**src/rtl/soft_rst_gen_if.sv**
```systemverilog
// soft_rst_gen_if: command strobe and soft-reset status bundle between register decode and soft_rst_gen
interface soft_rst_gen_if;
   logic        cmd_vld;
   logic [15:0] cmd_data;
   logic        soft_rst;
   logic        armed;
   logic        busy;
   logic        key_err;
   logic        cmd_drop;
   logic [7:0]  soft_rst_cnt;
   modport master (
      output cmd_vld, cmd_data,
      input  soft_rst, armed, busy, key_err, cmd_drop, soft_rst_cnt
   );
   modport slave (
      input  cmd_vld, cmd_data,
      output soft_rst, armed, busy, key_err, cmd_drop, soft_rst_cnt
   );
endinterface

```
**src/rtl/soft_rst_gen.sv**
```systemverilog
// soft_rst_gen: two-key unlocked soft reset with guaranteed pulse width and post-release hold-off
module soft_rst_gen #(
   parameter logic [15:0] KEY1        = 16'h5A5A,
   parameter logic [15:0] KEY2        = 16'hA5A5,
   parameter logic [15:0] KEY_TIMEOUT = 16'd1000,
   parameter logic [7:0]  RST_WIDTH   = 8'd32,
   parameter logic [15:0] HOLDOFF     = 16'd1250
) (
   input  logic          clk_125m,
   input  logic          rst_125m,
   soft_rst_gen_if.slave bus
);
   localparam logic [15:0] TIMEOUT_LAST = KEY_TIMEOUT - 16'd1;
   localparam logic [15:0] WIDTH_LAST   = {8'd0, RST_WIDTH} - 16'd1;
   localparam logic [15:0] HOLDOFF_LAST = HOLDOFF - 16'd1;
   typedef enum logic [1:0] {IDLE, ARMED, ASSERT, HOLD} state_t;
   state_t      state, state_n;
   logic [15:0] timer, timer_n;
   logic        key_err_n, cmd_drop_n;
   logic [7:0]  cnt_n;
   // next state, timer and event pulses; busy states swallow commands without disturbing the sequence
   always_comb begin
      state_n    = state;
      key_err_n  = 1'b0;
      cmd_drop_n = 1'b0;
      cnt_n      = bus.soft_rst_cnt;
      case (state)
         IDLE: begin
            if (bus.cmd_vld && bus.cmd_data == KEY1) state_n = ARMED;
            else key_err_n = bus.cmd_vld;
         end
         ARMED: begin
            if (bus.cmd_vld && bus.cmd_data == KEY2) begin
               state_n = ASSERT;
               cnt_n   = bus.soft_rst_cnt == 8'hFF ? bus.soft_rst_cnt : bus.soft_rst_cnt + 8'd1;
            end else if (bus.cmd_vld || timer == TIMEOUT_LAST) begin
               state_n   = IDLE;
               key_err_n = 1'b1;
            end
         end
         ASSERT: begin
            cmd_drop_n = bus.cmd_vld;
            state_n    = timer == WIDTH_LAST ? HOLD : ASSERT;
         end
         default: begin
            cmd_drop_n = bus.cmd_vld;
            state_n    = timer == HOLDOFF_LAST ? IDLE : HOLD;
         end
      endcase
      timer_n = state_n != state || state == IDLE ? 16'd0 : timer + 16'd1;
   end
   // state register with outputs decoded from the next state so they move on the transition edge
   always_ff @(posedge clk_125m) begin
      if (rst_125m) begin
         state            <= IDLE;
         timer            <= 16'd0;
         bus.soft_rst     <= 1'b1;
         bus.armed        <= 1'b0;
         bus.busy         <= 1'b0;
         bus.key_err      <= 1'b0;
         bus.cmd_drop     <= 1'b0;
         bus.soft_rst_cnt <= 8'd0;
      end else begin
         state            <= state_n;
         timer            <= timer_n;
         bus.soft_rst     <= state_n != ASSERT;
         bus.armed        <= state_n == ARMED;
         bus.busy         <= state_n == ASSERT || state_n == HOLD;
         bus.key_err      <= key_err_n;
         bus.cmd_drop     <= cmd_drop_n;
         bus.soft_rst_cnt <= cnt_n;
      end
   end
endmodule

```
**src/flat_wrapper.sv**
```systemverilog
// flat-port wrapper written by rule: the top's interface ports become plain ports
module soft_rst_gen_flat 
#(
   parameter logic [15:0] KEY1        = 16'h5A5A,
   parameter logic [15:0] KEY2        = 16'hA5A5,
   parameter logic [15:0] KEY_TIMEOUT = 16'd1000,
   parameter logic [7:0]  RST_WIDTH   = 8'd32,
   parameter logic [15:0] HOLDOFF     = 16'd1250
)
  (clk_125m, rst_125m, bus_cmd_vld, bus_cmd_data, bus_soft_rst, bus_armed, bus_busy, bus_key_err, bus_cmd_drop, bus_soft_rst_cnt);
  soft_rst_gen_if bus_i ();
  input  logic clk_125m;
  input  logic rst_125m;
  input wire logic [$bits(bus_i.cmd_vld)-1:0] bus_cmd_vld;
  input wire logic [$bits(bus_i.cmd_data)-1:0] bus_cmd_data;
  output wire logic [$bits(bus_i.soft_rst)-1:0] bus_soft_rst;
  output wire logic [$bits(bus_i.armed)-1:0] bus_armed;
  output wire logic [$bits(bus_i.busy)-1:0] bus_busy;
  output wire logic [$bits(bus_i.key_err)-1:0] bus_key_err;
  output wire logic [$bits(bus_i.cmd_drop)-1:0] bus_cmd_drop;
  output wire logic [$bits(bus_i.soft_rst_cnt)-1:0] bus_soft_rst_cnt;
  assign bus_i.cmd_vld = bus_cmd_vld;
  assign bus_i.cmd_data = bus_cmd_data;
  assign bus_soft_rst = bus_i.soft_rst;
  assign bus_armed = bus_i.armed;
  assign bus_busy = bus_i.busy;
  assign bus_key_err = bus_i.key_err;
  assign bus_cmd_drop = bus_i.cmd_drop;
  assign bus_soft_rst_cnt = bus_i.soft_rst_cnt;
  soft_rst_gen #(.KEY1(KEY1), .KEY2(KEY2), .KEY_TIMEOUT(KEY_TIMEOUT), .RST_WIDTH(RST_WIDTH), .HOLDOFF(HOLDOFF)) u_core (.clk_125m(clk_125m), .rst_125m(rst_125m), .bus(bus_i));
endmodule
```
**config.mk**
```make
export PLATFORM = sky130hd
export DESIGN_NAME = soft_rst_gen_flat
export DESIGN_NICKNAME = d
export VERILOG_FILES = /design/src/rtl/soft_rst_gen_if.sv /design/src/rtl/soft_rst_gen.sv /design/src/flat_wrapper.sv
export SDC_FILE = /design/constraint.sdc
export NUM_CORES = 1
export LEC_CHECK = 0
export BUFFER_PORTS_ARGS = -buffer_cell sky130_fd_sc_hd__buf_2
export CORE_MARGIN = 4
export CORE_UTILIZATION = 30
export CTS_CLUSTER_DIAMETER = 30
export DETAILED_ROUTE_END_ITERATION = 16
export PLACE_DENSITY = 0.56
export SLEW_MARGIN = 10
export SYNTH_ARGS = -nofsm -noshare
export SYNTH_HDL_FRONTEND = slang
export SYNTH_SLANG_ARGS = --single-unit
```
**constraint.sdc**
```tcl
create_clock -name clk_125m -period 2 [get_ports clk_125m]
set_clock_uncertainty 0.1 [all_clocks]
set_input_delay 0.4 -clock clk_125m [delete_from_list [all_inputs] [get_ports clk_125m]]
set_output_delay 0.4 -clock clk_125m [all_outputs]
set_load 0.02 [all_outputs]
```
# After elaboration in Yosys (flattened, before gate mapping)

Index checks and enable logic that the tools add are counted.

Eq/ne operators: 13
Divide/modulo/power cells: 0
Multipliers: 0
$add $sub $neg: 2
Magnitude comparators: 0
Reduce and logical (&&, ||, !) cells: 9
Bitwise gates (word level): 1
Shifts and indexed selects: 0
Multiplexer cells: 10

Operator list:

| cell                                                                     | count |
|---|---|
| 16-bit by 1-bit adder with 16-bit output (second input constant)         | 1 |
| 16-bit by 10-bit equality test with 1-bit output (second input constant) | 1 |
| 16-bit by 11-bit equality test with 1-bit output (second input constant) | 1 |
| 16-bit by 15-bit equality test with 1-bit output (second input constant) | 1 |
| 16-bit equality test (second input constant)                             | 1 |
| 16-bit by 5-bit equality test with 1-bit output (second input constant)  | 1 |
| 8-bit by 1-bit adder with 8-bit output (second input constant)           | 1 |
| 8-bit equality test (second input constant)                              | 1 |
| 2-bit 2-to-1 mux                                                         | 4 |
| 2-bit equality test (second input constant)                              | 3 |
| 2-bit case mux with 3 select lines                                       | 1 |
| 2-bit by 1-bit equality test with 1-bit output (second input constant)   | 2 |
| 1-bit 2-to-1 mux                                                         | 4 |
| 1-bit logical OR                                                         | 3 |
| 3-bit AND reduction                                                      | 1 |
| 3-bit OR reduction                                                       | 1 |
| 1-bit logical AND                                                        | 2 |
| 2-bit logical NOT                                                        | 1 |
| 2-bit != test                                                            | 1 |
| 2-bit != test (second input constant)                                    | 1 |
| 1-bit case mux with 2 select lines                                       | 1 |
| 2-bit OR reduction                                                       | 1 |
| 1-bit NOT                                                                | 1 |

Memories kept: 0
Flip-flop bits (word level): 31
Memory bits (read-only): 0
Latch bits: 0
Bits in writable memories: 0
Logic and storage cells: 43

# Logic depth before layout (Yosys ltp)

Gate-level depths: netlist (run 1).

Depth after elaboration: 8
Gate-level depth with buffers: 8
Depth with buffers taken out: 7

# Least setup slack after synthesis (run 1)

OpenSTA, ideal clock, no wires.

Kind: input-to-reg
Start: input port bus_cmd_data[3]
End: register u_core.bus.soft_rst_cnt[4]
Arrival: 1.929 ns
Library setup time: 0.071 ns
Slack: -0.099 ns
Buffers on the path: 1
Required time: 1.829 ns
Cell stages on the path: 6
Cell sequence: nand4bb_1 or3_4 or3_4 buf_6 or3_1 a21oi_1

Cells in the longest elaborated chain, start to end: 3

RTL lines:

| item                          | RTL line              | RTL |
|---|---|---|
| start: declaration            | flat_wrapper.sv:15    | `input wire logic [$bits(bus_i.cmd_data)-1:0] bus_cmd_data;` |
| 16-bit equality test          | soft_rst_gen.sv:33    | `if (bus.cmd_vld && bus.cmd_data == KEY2) begin` |
| 1-bit logical AND             | soft_rst_gen.sv:33    |  |
| 3-bit AND reduction (no line) | --                    |  |
| end signal: assignment        | soft_rst_gen.sv:71    | `bus.soft_rst_cnt <= cnt_n;` |
| end: declaration              | soft_rst_gen_if.sv:17 | `output soft_rst, armed, busy, key_err, cmd_drop, soft_rst_cnt` |

No other way between the ends.
A chain may end at the register's enable or synchronous reset.

# Worst setup path in the final report (run 1)

Start: input port bus_cmd_data[1]
End: register u_core.bus.soft_rst_cnt[6]

The elaborated chain is that of the path after synthesis.

==> results.sh, run 1 <==
export IMPL_end_kind="register"
export IMPL_grt_util_all_layers_pct=12.1
export IMPL_clk_pin_slew_worst_paths_ns=0.07
export IMPL_initialDrtViolationCount=36
export IMPL_port_buffers=31
export IMPL_crit_path_max_incr_delay_ns=0.43
export IMPL_vias=1434
export IMPL_crit_family="simple AND/OR/NAND/NOR gates"
export IMPL_synth_seq_area_share_pct=40.5
export IMPL_hold_violations=0
export IMPL_drtPass1Iterations=4
export IMPL_ff2ff_setup_slack_ns=0.09
export IMPL_p_leak_nw=0.747
export IMPL_worst_slack_ns=0.0327
export IMPL_hold_path_depth=2
export IMPL_power_density_nw_per_um2=560
export IMPL_postPlaceCellArea_um2=1890
export IMPL_final_area_um2=2020
export IMPL_cp_num_buf_inv=1
export IMPL_layout_drive_gt1_share_pct=28.6
export IMPL_synthDistinctLibCells=37
export IMPL_die_area_um2=6320
export IMPL_synth_seq_cells=31
export IMPL_cts_sinks=31
export IMPL_hold_buffers=0
export IMPL_maxCapViolations=0
export IMPL_cp_common_cell="or3_4"
export IMPL_r2r_start="u_core.bus.soft_rst_cnt[0]$_SDFFE_PP0P_"
export IMPL_hold_path_startpoint="rst_125m"
export IMPL_area_delta_synth_final_pct=31.8
export IMPL_clockBufferDepth=2
export IMPL_worstMarginPinSlew_ns=0.361
export IMPL_antenna_found_initial=0
export IMPL_grt_pass1_vias=1378
export IMPL_design_portCount=32
export IMPL_insertion_delay_ns=0.28
export IMPL_vias_per_cell=4.76
export IMPL_max_freq_ghz=0.508
export IMPL_p_comb_share_pct=4.4
export IMPL_cp_arrival_ns=2.08
export IMPL_grt_max_degree=13
export IMPL_synthesis_nets=200
export IMPL_synth_common_cells="dfxtp_1, nor2_1, nand3_1, o21ai_0"
export IMPL_maxSlewHeadroom_pct=75.7
export IMPL_syn_instance_count=178
export IMPL_rsz0062_at_grt="no"
export IMPL_nets=255
export IMPL_initial_core_util_pct=31.6
export IMPL_diodes=0
export IMPL_grt_pass1_wl_um=6080
export IMPL_sw_frac_of_total_pct=21.3
export IMPL_synthFlopType="dfxtp_1"
export IMPL_synth_top_area_cell="dfxtp_1"
export IMPL_crit_chain="buf_2 -> nand4bb_1 -> or3_4 -> or3_4 -> or4_4 -> a21oi_2"
export IMPL_num_rows=25
export IMPL_synth_edf_count=0
export IMPL_synth_top_area_share_pct=40.5
export IMPL_crit_fanout=6
export IMPL_yosysMostFrequentCell="dfxtp_1"
export IMPL_p_sw_mw=0.241
export IMPL_timing_final_crit_period_ns=1.97
export IMPL_reg2reg_to="u_core.bus.soft_rst_cnt[6]$_SDFFE_PP0P_"
export IMPL_ir_worst_vdd_mv=0.261
export IMPL_fin_tns_setup_ns=0
export IMPL_numCtsBuffers=5
export IMPL_die_x_um=79.5
export IMPL_required_ns=2.12
export IMPL_dp_hpwl_um=2680
export IMPL_ant_nets=0
export IMPL_cp_slowest_cell="or3_4"
export IMPL_slew_violations=0
export IMPL_p_seq_share_pct=54.7
export IMPL_grt_overflow_total=0
export IMPL_critical_path_class="primary input to register"
export IMPL_p_int_mw=0.890
export IMPL_clkPwrFrac_pct=40.9
export IMPL_cp_start_kind="primary input"
export IMPL_dp_slack_ns=-0.237
export IMPL_clockRootBuffer="clkbuf_8"
export IMPL_run_status="finished, final reports clean"
export IMPL_fin_crit_sh_pct=98.4
export IMPL_power_mw=1.13
export IMPL_hold_class="primary input to register"
export IMPL_r2r_cells=6
export IMPL_whs_endpoint="u_core.bus.soft_rst_cnt[6]$_SDFFE_PP0P_"
export IMPL_finalSetupViolCount=0
export IMPL_syn_area_per_cell_um2=8.61
export IMPL_async_reset_ff_share_pct=0
export IMPL_wl_per_cell_um=11.8
export IMPL_drt_total_wl_um=3560
export IMPL_remaining_drc_errors=0
export IMPL_place_gp_congestion=0.754
export IMPL_synthTopCellsByArea="dfxtp_1, nor2_1, nand3_1, nor4bb_1, xnor2_1"
export IMPL_fp_dieH_um=79.5
export IMPL_cts_tree="built"
export IMPL_ys_warnings_count=0
export IMPL_h_tree_depth=2
export IMPL_syn_cell_area_um2=1530
export IMPL_core_area_um2=4850
export IMPL_nFillCells=502
==> stage by stage <==
| step | hold slack, ns | instances | utilization [%] |
|---|---|---|---|
| finish | 0.316 | 301 | 41.7 |
| CTS | 0.321 | 299 | 40.7 |
| global placement | 0.390 | 291 | 39.1 |
| floorplan | 0.345 | 178 | - |
| detailed placement | 0.400 | 291 | 39.1 |
| global route | 0.318 | 301 | 41.7 |
==> flip-flops by register name, summed over array words and instances, names as in the netlist <==
register	count
u_core.bus.busy	1
u_core.timer	16
u_core.bus.key_err	1
u_core.bus.armed	1
u_core.bus.cmd_drop	1
u_core.bus.soft_rst_cnt	8
u_core.bus.soft_rst	1
u_core.state	2
==> worst register-to-register path, stage by stage (launching register included) <==
cell and delay, ns:
dfxtp_1 0.32, ha_1 0.25, nand3_1 0.10, o21ai_0 0.13, or3_4 0.40, or4_4 0.43
a21oi_2 0.12
==> logic make-up after synthesis <==
family                     share of synthesized area [%]
buffers and inverters                               3.51
and+or+nand+nor                                     35.0
xor gates and xnor gates                            8.57
adders and majority gates                           2.45
AOI/OAI and AO/OA                                   9.31
muxes                                              0.653
DFF                                                 40.5
==> power groups by stage <==
stage	clock (mW)	sequential, mW	combinational (mW)
detailed placement	0	0.633	0.0481
floorplan	0	0.634	0.0164
global route	0.515	0.618	0.0542
CTS	0.481	0.619	0.0484
global placement	0	0.632	0.0478
finish	0.462	0.619	0.0495
==> area by class of cell <==
class | count | area [um^2] | area share [%]
Sequential cell | 31 | 621 | 30.7
Inverter | 7 | 26.3 | 1.30
Tap cell | 67 | 83.8 | 4.15
Timing Repair Buffer | 52 | 313 | 15.5
Clock buffer | 7 | 76.3 | 3.78
Clock inverter | 1 | 5.00 | 0.248
Multi-Input combinational cell | 136 | 895 | 44.3
==> per-layer routing <==
layer / up-vias / GRT usage, % / share of wire [%] / wire [um]
met5: - / 0 / 0 / 0
met4: 0 / 4.12 / 1.2 / 43
met3: 5 / 3.72 / 3.8 / 137
met2: 24 / 20.5 / 48 / 1700
met1: 651 / 14.3 / 47 / 1680
li1: 754 / - / - / -
==> timing repair <==
action                                 in CTS  in global routing
buffers inserted                            0                  1
endpoints found under the hold margin       0                  0
setup endpoints to repair                   0                 17
gates resized for setup                     0                  5
==> how the worst max path moves through the flow <==
stage                                            start                                      end  slack (ns)  cells past startpoint
5_1_grt                                bus_cmd_data[1]  u_core.bus.soft_rst_cnt[6]$_SDFFE_PP0P_       0.005                      6
2_1_floorplan                          bus_cmd_data[1]  u_core.bus.soft_rst_cnt[2]$_SDFFE_PP0P_       -0.03                      6
4_1_cts        u_core.bus.soft_rst_cnt[0]$_SDFFE_PP0P_  u_core.bus.soft_rst_cnt[6]$_SDFFE_PP0P_        0.04                      6
3_5_place_dp                           bus_cmd_data[1]  u_core.bus.soft_rst_cnt[6]$_SDFFE_PP0P_       -0.24                      6
6_report                               bus_cmd_data[1]  u_core.bus.soft_rst_cnt[6]$_SDFFE_PP0P_        0.03                      6
3_3_place_gp                           bus_cmd_data[1]  u_core.bus.soft_rst_cnt[6]$_SDFFE_PP0P_       -0.17                      6
==> placed cells by master, fill, tap and decap left out, drive strengths merged, types with 2 or more instances in the layout <==
cell / count
nand2b: 2
o21ai: 9
nand2: 8
a21oi: 6
xnor2: 8
dfxtp: 31
ha: 3
nor4bb: 7
nor4: 4
xor2: 7
nor2b: 2
buf: 52
and2: 2
nand4: 6
clkbuf: 7
or3: 8
inv: 7
o21a: 3
nor3: 5
a41oi: 2
and3: 5
nor2: 22
nand3: 15
Power figures use the tool's default switching activity.
==> run 2: changes to the inputs <==
--- a/config.mk
+++ b/config.mk
@@ -5,7 +5,7 @@
 export SDC_FILE = /design/constraint.sdc
 export NUM_CORES = 1
 export LEC_CHECK = 0
-export BUFFER_PORTS_ARGS = -buffer_cell sky130_fd_sc_hd__buf_2
+export BUFFER_PORTS_ARGS = -buffer_cell sky130_fd_sc_hd__buf_4
 export CORE_MARGIN = 4
 export CORE_UTILIZATION = 30
 export CTS_CLUSTER_DIAMETER = 30
==> constraint.sdc (replaced) <==
create_clock -name clk_125m -period 2 [get_ports clk_125m]
set_clock_uncertainty 0.1 [all_clocks]
set_input_delay 0.1 -clock clk_125m [delete_from_list [all_inputs] [get_ports clk_125m]]
set_output_delay 0.1 -clock clk_125m [all_outputs]
set_load 0.02 [all_outputs]
==> run 2 against run 1 <==
Net effect:
- utilization increased by 1.9 points
- via count decreased by 2.0%
- die area unchanged
- clock-buffer cell count decreased by 1
- clock power increased by 37%
- worst setup slack improved by 0.11 ns
- register-to-register slack improved by 0.05 ns
- combinational power increased by 14%
- sequential share of layout area decreased by 1.3 points
- worst hold slack got worse by 0.20 ns
- maximum frequency increased by 5.8%
- critical endpoint unchanged
- largest power group is now the clock network
- highest routed layer unchanged
==> results.sh, run 2 (synthesis results as in run 1) <==
export IMPL_run_status="finished, final reports clean"
export IMPL_cp_arrival_ns=1.99
export IMPL_crit_chain="ha_1 -> nand3_1 -> o21ai_1 -> or3_4 -> or4_4 -> a21oi_2"
export IMPL_final_core_util_pct=43.5
export IMPL_postCtsSetupBuffers=0
export IMPL_antenna_found_initial=0
export IMPL_clockBufferDepth=2
export IMPL_num_rows=25
export IMPL_grt_pass1_wl_um=6130
export IMPL_area_delta_synth_final_pct=37.6
export IMPL_die_x_um=79.5
export IMPL_r2r_start="u_core.bus.soft_rst_cnt[0]$_SDFFE_PP0P_"
export IMPL_layout_common_cells="buf_4, dfxtp_1, nor2_1"
export IMPL_hold_violations=0
export IMPL_core_area_um2=4850
export IMPL_crit_end="u_core.bus.soft_rst_cnt[6]$_SDFFE_PP0P_"
export IMPL_power_density_nw_per_um2=620
export IMPL_reg_top3="u_core.timer (16), u_core.bus.soft_rst_cnt (8), u_core.state (2)"
export IMPL_crit_path_max_incr_delay_ns=0.44
export IMPL_cts_tree="built"
export IMPL_vias=1405
export IMPL_initial_core_util_pct=31.6
export IMPL_r2r_cells=6
export IMPL_nets=251
export IMPL_hold_path_startpoint="bus_cmd_vld"
export IMPL_place_gp_congestion=0.791
export IMPL_timing_critical_path_from="u_core.bus.soft_rst_cnt[0]$_SDFFE_PP0P_"
export IMPL_layout_drive_gt1_share_pct=27.8
export IMPL_dp_hpwl_um=2780
export IMPL_grt_util_all_layers_pct=12.6
export IMPL_grt_max_degree=13
export IMPL_diodes=0
export IMPL_rsz0062_at_grt="no"
export IMPL_worst_slack_ns=0.141
export IMPL_insertion_delay_ns=0.28
export IMPL_grt_pass1_vias=1377
export IMPL_final_area_um2=2110
export IMPL_cp_num_buf_inv=0
export IMPL_drt_total_wl_um=3630
export IMPL_ant_nets=0
export IMPL_fin_tns_setup_ns=0
export IMPL_finalSetupViolCount=0
export IMPL_die_area_um2=6320
export IMPL_dp_slack_ns=0.0318
export IMPL_clk_pin_slew_worst_paths_ns=0.07
export IMPL_required_ns=2.13
export IMPL_cp_start_kind="register"
export IMPL_placedCellCount=288
export IMPL_port_buffers=31
export IMPL_h_tree_depth=2
export IMPL_critical_path_class="register to register"
export IMPL_slew_violations=0
export IMPL_fin_crit_sh_pct=92.9
export IMPL_cts_sinks=31
export IMPL_ff2ff_setup_slack_ns=0.14
export IMPL_worst_hold_slack_ns=0.118
export IMPL_reg2reg_to="u_core.bus.soft_rst_cnt[6]$_SDFFE_PP0P_"
export IMPL_crit_family="simple AND/OR/NAND/NOR gates"
export IMPL_design_portCount=32
export IMPL_clockRootBuffer="clkbuf_8"
export IMPL_worstMarginPinSlew_ns=0.403
export IMPL_vias_per_cell=4.73
export IMPL_p_leak_nw=0.776
export IMPL_remaining_drc_errors=0
export IMPL_fp_dieH_um=79.5
export IMPL_max_freq_ghz=0.538
export IMPL_numCtsBuffers=5
export IMPL_maxSlewHeadroom_pct=72.8
export IMPL_wl_per_cell_um=12.2
export IMPL_crit_cells=6
export IMPL_hold_class="primary input to register"
export IMPL_largest_register_ffs=16
export IMPL_grt_overflow_total=0
export IMPL_power_mw=1.31
export IMPL_ir_worst_vdd_mv=0.421
export IMPL_postPlaceCellArea_um2=1960
export IMPL_final_common_cell="buf_4"
export IMPL_crit_fanout=12
export IMPL_maxCapViolations=0
export IMPL_end_kind="register"
export IMPL_cp_slowest_cell="or3_4"
export IMPL_drtPass1Iterations=4
export IMPL_initialDrtViolationCount=23
export IMPL_timing_final_crit_period_ns=1.86
export IMPL_regMostFlops="u_core.timer"
export IMPL_fin_cells=297
==> run 2: final cells by class <==
class	count	area [um^2]
tap	67	83.8
sequential	31	621
timing repair buffer	49	383
inverter	7	26.3
fill	496	2740
multi-input combinational	135	878
clock inverter	2	35.0
clock buffer	6	82.6
==> run 2: routing by layer <==
layer  vias to the layer above  track usage [%]  wire length [um]
met5                         -                0                 0
met4                         0             5.67                55
met3                         4             4.97               175
met2                        24             20.5              1770
met1                       636             14.6              1620
li1                        741                -                 -
==> run 2: how the worst min path moves through the flow <==
stage,end,slack [ns],cells after the start
2_1_floorplan,u_core.bus.cmd_drop$_SDFF_PP0_,0.15,1
3_3_place_gp,u_core.bus.soft_rst_cnt[6]$_SDFFE_PP0P_,0.27,2
4_1_cts,u_core.bus.cmd_drop$_SDFF_PP0_,0.10,3
5_1_grt,u_core.bus.cmd_drop$_SDFF_PP0_,0.12,3
3_5_place_dp,u_core.bus.soft_rst_cnt[3]$_SDFFE_PP0P_,0.27,2
6_report,u_core.bus.cmd_drop$_SDFF_PP0_,0.12,3
==> run 2: worst register-to-register path, cell delays in order, from the launching register on <==
cell	delay, ns
dfxtp_1	0.32
ha_1	0.21
nand3_1	0.09
o21ai_1	0.08
or3_4	0.44
or4_4	0.43
a21oi_2	0.13
==> run 2: what timing repair did <==
action | 4_1_cts | 5_1_grt
hold buffers | 1 | 0
endpoints found under the hold margin | 9 | 0
gates resized for setup | 0 | 5
setup endpoints to repair | 0 | 17
==> run 2: power by group <==
part           internal [mW]  switching, mW  total [mW]
Sequential             0.618       0.000377       0.619
Clock                  0.402          0.229       0.632
Combinational         0.0359         0.0205      0.0564
